===== src/rtl/bus_dma.sv =====
// bus_dma: bus initiator that copies byte blocks through the memory bus under a
// request/grant handshake. Define DMA_FILL_EN to enable the constant-fill mode.
module bus_dma #(
    parameter int READ_WAIT = 1
) (
    input  logic        clk,
    input  logic        reset,
    input  logic        start,
    input  logic        abort,
    input  logic [15:0] src_address,
    input  logic [15:0] dst_address,
    input  logic [15:0] count,
    input  logic        fill,
    input  logic [7:0]  fill_value,
    output logic        bus_request,
    input  logic        bus_grant,
    output logic [15:0] mem_address,
    output logic [7:0]  mem_data_out,
    input  logic [7:0]  mem_data_in,
    output logic        mem_bus_enable,
    output logic        mem_write_enable,
    output logic        busy,
    output logic        done,
    output logic [15:0] remaining
);

    typedef enum logic [2:0] {IDLE, REQUEST, READ, WRITE, DONE} state_t;

    localparam logic [2:0] WAIT_LAST = 3'(READ_WAIT);

    state_t      state;
    state_t      next_state;
    logic [15:0] src_ptr;
    logic [15:0] dst_ptr;
    logic [7:0]  data_reg;
    logic [2:0]  wait_cnt;
    logic        read_last;
    logic        fill_active;

    assign read_last = (wait_cnt == WAIT_LAST);

`ifdef DMA_FILL_EN
    logic fill_mode;

    always_ff @(posedge clk or posedge reset) begin
        if (reset)
            fill_mode <= 1'b0;
        else if (state == IDLE && start)
            fill_mode <= fill;
    end

    assign fill_active = fill_mode;
`else
    logic unused_fill;

    assign unused_fill = ^{fill, fill_value};
    assign fill_active = 1'b0;
`endif

    // NOTE: sequential state uses non-blocking assignments so every register
    // samples pre-edge values regardless of process evaluation order.
    always_ff @(posedge clk or posedge reset) begin
        if (reset)
            state <= IDLE;
        else
            state <= next_state;
    end

    // NOTE: every output of this block gets a default first, so no path
    // through the case leaves a signal unassigned and no latch is inferred.
    always_comb begin
        next_state       = state;
        bus_request      = 1'b0;
        mem_bus_enable   = 1'b0;
        mem_write_enable = 1'b0;
        mem_address      = '0;
        mem_data_out     = '0;

        case (state)
            IDLE: begin
                if (start)
                    next_state = (count == 16'd0) ? DONE : REQUEST;
            end
            REQUEST: begin
                bus_request = 1'b1;
                if (bus_grant)
                    next_state = fill_active ? WRITE : READ;
            end
            READ: begin
                bus_request    = 1'b1;
                mem_bus_enable = 1'b1;
                mem_address    = src_ptr;
                if (read_last)
                    next_state = WRITE;
            end
            WRITE: begin
                bus_request      = 1'b1;
                mem_bus_enable   = 1'b1;
                mem_write_enable = 1'b1;
                mem_address      = dst_ptr;
                mem_data_out     = data_reg;
                if (remaining == 16'd1)
                    next_state = DONE;
                else if (bus_grant)
                    next_state = fill_active ? WRITE : READ;
                else
                    next_state = REQUEST;
            end
            DONE: begin
                next_state = IDLE;
            end
            default: begin
                next_state = IDLE;
            end
        endcase

        // abort overrides everything except a start in IDLE
        if (abort && state != IDLE)
            next_state = IDLE;
    end

    assign busy = (state != IDLE);
    assign done = (state == DONE);

    always_ff @(posedge clk or posedge reset) begin
        if (reset) begin
            src_ptr   <= '0;
            dst_ptr   <= '0;
            data_reg  <= '0;
            remaining <= '0;
            wait_cnt  <= '0;
        end else begin
            case (state)
                IDLE: begin
                    if (start) begin
                        src_ptr   <= src_address;
                        dst_ptr   <= dst_address;
                        remaining <= count;
`ifdef DMA_FILL_EN
                        if (fill)
                            data_reg <= fill_value;
`endif
                    end
                end
                READ: begin
                    if (read_last)
                        data_reg <= mem_data_in;
                end
                WRITE: begin
                    // the write strobe is already on the bus, so bookkeeping
                    // advances even when abort ends the transfer here
                    if (!fill_active)
                        src_ptr <= src_ptr + 16'd1;
                    dst_ptr   <= dst_ptr + 16'd1;
                    remaining <= remaining - 16'd1;
                end
                default: begin
                end
            endcase

            if (state == READ && next_state == READ)
                wait_cnt <= wait_cnt + 3'd1;
            else
                wait_cnt <= '0;
        end
    end

endmodule


===== config.mk =====
export PLATFORM = sky130hd
export DESIGN_NAME = bus_dma
export DESIGN_NICKNAME = d
export VERILOG_FILES = /design/src/rtl/bus_dma.sv
export SDC_FILE = /design/constraint.sdc
export NUM_CORES = 1
export LEC_CHECK = 0
export ABC_AREA = 0
export BUFFER_PORTS_ARGS = -buffer_cell sky130_fd_sc_hd__buf_2
export CORE_MARGIN = 2
export CORE_UTILIZATION = 46
export CTS_CLUSTER_SIZE = 14
export DETAILED_ROUTE_END_ITERATION = 7
export PLACE_DENSITY = 0.79
export SKIP_CTS_REPAIR_TIMING = 1
export SLEW_MARGIN = 20
export SYNTH_ARGS = -nofsm -noshare
export SYNTH_HDL_FRONTEND = slang
export SYNTH_SLANG_ARGS = --single-unit
export TNS_END_PERCENT = 1

===== constraint.sdc =====
create_clock -name clk -period 2.6 [get_ports clk]
set_clock_uncertainty 0.2 [all_clocks]
set_input_delay 0.13 -clock clk [delete_from_list [all_inputs] [get_ports clk]]
set_output_delay 0.13 -clock clk [all_outputs]
set_load 0.1 [all_outputs]

Yosys cells after proc, flatten, opt, wreduce, memory -nomap -nowiden
Cells that the tools add are included.
{ "totals": {"ff_bits": 62, "output_inout_bits": 45} }
{ "op_classes": {"mux": 20, "eq_ne": 8, "n_addsub": 4, "n_reduce_logical": 10} }
{ "ops": {"columns": ["op", "count"], "rows": [
  ["$pmux 16 s2", 4],
  ["$mux 16", 3],
  ["$add 16x1->16 const B", 2],
  ["$mux 3", 7],
  ["$eq 16x1->1 const B", 1],
  ["$logic_not 16->1", 1],
  ["$sub 16x1->16 const B", 1],
  ["$pmux 3 s4", 1],
  ["$eq 3x2->1 const B", 3],
  ["$mux 8", 1],
  ["$eq 3x1->1 const B", 2],
  ["$reduce_and 2->1", 2],
  ["$add 3x1->3 const B", 1],
  ["$eq 3x3->1 const B", 1],
  ["$logic_not 3->1", 1],
  ["$mux 1", 3],
  ["$reduce_bool 3->1", 1],
  ["$reduce_or 3->1", 1],
  ["$logic_and 1x1->1", 2],
  ["$mux 2", 1],
  ["$ne 2x2->1 const B", 1],
  ["$reduce_bool 2->1", 1],
  ["$reduce_or 2->1", 1]
]} }

Logic depth before layout (Yosys ltp)
{ "depth": {"depth_word": 8, "depth_mapped": 8, "mapped_depth_nobuf": 5} }

Worst setup path after synthesis
No wires, ideal clock.
{ "synth_path": {"path_kind": "register to output", "start": "register state[2]", "end": "output mem_data_out[2]", "stages_incl_launch_ff": 7, "path_slack_ns": -0.729, "n_path_buf": 3, "t_arrival_ns": 2.999, "t_required_ns": 2.270, "path_cell_list": "dfrtp_1 -> nand3b_1 -> buf_2 -> inv_1 -> clkbuf_1 -> clkbuf_1 -> and2_1"} }
{ "synth_between": {"elab_chain_len": 2} }
{ "synth_lines": {"columns": ["item", "line", "text"], "rows": [
  ["start: declaration", "31", "state_t state;"],
  ["start signal: assignment", "66", "state <= next_state;"],
  ["$eq 3x2->1", "79", "case (state)"],
  ["$mux 8", "79", null],
  ["end: declaration", "18", "output logic [7:0] mem_data_out,"]
]} }
Every way passes these cells.

Final worst setup path
{ "layout_path": {"start": "register state[2]", "end": "output mem_data_out[6]"} }
Same word-level chain as after synthesis.

==> run metrics <==
Bufs and invs on worst path=3; kind of start point of the critical path=register; arrival time worst endpoint=2.15 ns; reg-to-reg setup timing slack=0.30 ns; PnR Total Power=6950 uW; via count=4033; WHS=-0.0407 ns; CP cell instances=nand3b_1 > inv_2 > buf_4 > and2_1 > buf_12; failing checks=negative hold slack; Slew Limit Fails=0; Initial Utilization=47.7%; most frequent cells in the layout=buf_2, dfrtp_1, nor2_1; Clock Path Buffers=2; share of cells above drive strength 1=26.6%; H-tree depth=3; Ys Warns=0; Cell Rows=32; maximum vdd drop=0.732 mV; number of synthesized flops with an enable pin=0; port bufs=105; Post-Synthesis Cells=410; status=finished, violations left; area grow syn2layout=43.8%; worst endpoint required time=2.27 ns; clock root cell=clkbuf_8; crit-path max FO=24; first-pass GRT wire length=17.1 mm; CTS tree=yes; Mapped Area=3680 sq um; top_reg_cell synth=dfrtp_1; Setup CP Type=reg -> out; Num CTS Buffers=9; DRC marker count from the first detailed-route iteration=256; GRT Util Overall=24.5%; post-route clock period utilization=95.5%; max incr delay on CP=0.39 ns; Max-cap violations=0; clk_lat worst skew=0.34 ns; Detail Placement HPWL=7.59 mm; Synth Area in Compound Gates=19.4%; post-synth cell types=50; worst slew pin tran=0.727 ns; DRC viols=0; largest net degree at the start of global routing=63; pre-CTS WS=0.325 ns; Power Density=1310 nW/um^2; Finish-stage setup viols=0; critical path's slowest cell=dfrtp_1; CTS Sinks=62; core area=7730 sq um; Hold Fails Final Rpt=1; post-synthesis mux area share=8.70%; DIE AREA=8740 sq um; Async SR Flop Fraction=100%; n_diodes=0; DRT antenna net count=0; Filler Cell Count=611; drt first pass iters=5; IO Pins=115; vias per inst=5.92; initial antenna violation count=0; Final nets=650; XOR/XNOR Fraction of Synth Area=0%; sequential area share after synthesis=42.1%; largest family of logic cells by synthesized area=simple AND/OR/NAND/NOR gates; Hold Crit Class=in -> reg; RSZ-0062 raised after global routing=no; post-DR wirelength/cell=16.8 um; Relative slew margins=51.1%; Leak Pwr=0.00232 uW; commonest non-fill, non-tap cell in the layout=buf_2; Post-Layout Cell Count=681; Synth Area in Simple Gates=23.4%; syn_nets=486; Final Critical Period=2.48 ns; Critical Path End Type=primary output; vias in the first global route=3655; GP Congestion=0.876; Post-Synth Adder-Cell Area=2.04%; Regs by FF count=dst_ptr (16), remaining (16), src_ptr (16); Final WS setup=0.117 ns; DP Cell Count=608; die width=93.5 um; global route overflow=0; Clk pin slew, worst setup/hold paths=0.08 ns; Fmax=403 MHz; Die Height=93.5 um; DRT Wirelength=11.4 mm; Yosys reg bits=62; CP top delay family=buffers and inverters; Mean Syn Cell Area=8.98 sq um
==> through the flow <==
stage	util (%)	instance area, sq um	setup TNS [ns]
final	68.5	5300	0
after global routing	68.5	5300	0
after CTS	61.2	4730	0
after detailed placement	58.3	4510	0
after global placement	58.3	4510	0
after floorplan	-	3690	-1.36
==> cells by family (layout without fill, tap and decap cells) <==
group | count (synthesis) | in the layout
fa+ha+maj | 6 | 6
compound gates | 97 | 97
mux | 31 | 31
simple gates | 174 | 174
buf+inv | 40 | 209
flops | 62 | 62
==> power breakdown <==
group	switching [uW]	total (uW)	internal [uW]
logic	2980	4050	1070
clock network	383	927	545
registers	572	1980	1410
total	3930	6950	3020
==> final cells by class <==
cell class / instances / area, sq um / share of cell area (%)
clock buffer: 13 / 179 / 3.38
clock inverter: 3 / 40.0 / 0.756
inverter: 17 / 63.8 / 1.20
multi-input combinational: 308 / 1990 / 37.5
sequential: 62 / 1550 / 29.3
tap: 102 / 128 / 2.41
timing repair buffer: 176 / 1350 / 25.5
==> path summary, 6_finish.rpt <==
kind                                  from               to  cells past startpoint
min reg2reg                    wait_cnt[0]      wait_cnt[0]                      1
max in group asynchronous            reset     remaining[4]                      4
max                               state[2]  mem_data_out[6]                      5
min                        dst_address[11]      dst_ptr[11]                      3
max reg2reg                       state[2]      dst_ptr[15]                      4
min in group asynchronous            reset      wait_cnt[2]                      4
==> worst min-delay path, stage by stage <==
cell and delay (ns):
buf_2 0.11, o22ai_1 0.15, a211oi_1 0.07
==> synthesized netlist by cell type, types with 2 or more instances <==
library cell / number / area, sq um
nor3_1: 10 / 50.1
and4_1: 2 / 17.5
a211oi_1: 8 / 60.1
or4_4: 2 / 22.5
o31a_1: 4 / 35.0
inv_1: 17 / 63.8
a21oi_1: 10 / 50.1
buf_4: 2 / 15.0
ha_1: 6 / 75.1
dfrtp_1: 62 / 1550
nor4_1: 7 / 43.8
buf_2: 2 / 10.0
or2_2: 5 / 31.3
mux2i_1: 23 / 230
a211o_1: 2 / 17.5
nor2_1: 60 / 225
nand2b_1: 3 / 18.8
nand3_1: 17 / 85.1
and2_1: 10 / 62.6
nand4_1: 10 / 62.6
a221oi_1: 2 / 17.5
clkbuf_1: 18 / 67.6
nand3b_1: 2 / 15.0
o211ai_1: 10 / 75.1
nand2_1: 33 / 124
o311ai_0: 13 / 114
o22ai_1: 10 / 62.6
or3_1: 3 / 18.8
a311oi_1: 12 / 105
or4_1: 4 / 30.0
o21ai_0: 13 / 65.1
mux2_2: 8 / 90.1
o21a_1: 3 / 22.5
==> routing by layer <==
metal / track usage [%] / wire, um / part of all wire [%]
met3: 4.83 / 880 / 7.7
met2: 39.2 / 5590 / 49
met1: 32.0 / 4690 / 41
met5: 0 / 0 / 0
met4: 11.5 / 258 / 2.3
Power figures use the tool's default switching activity.
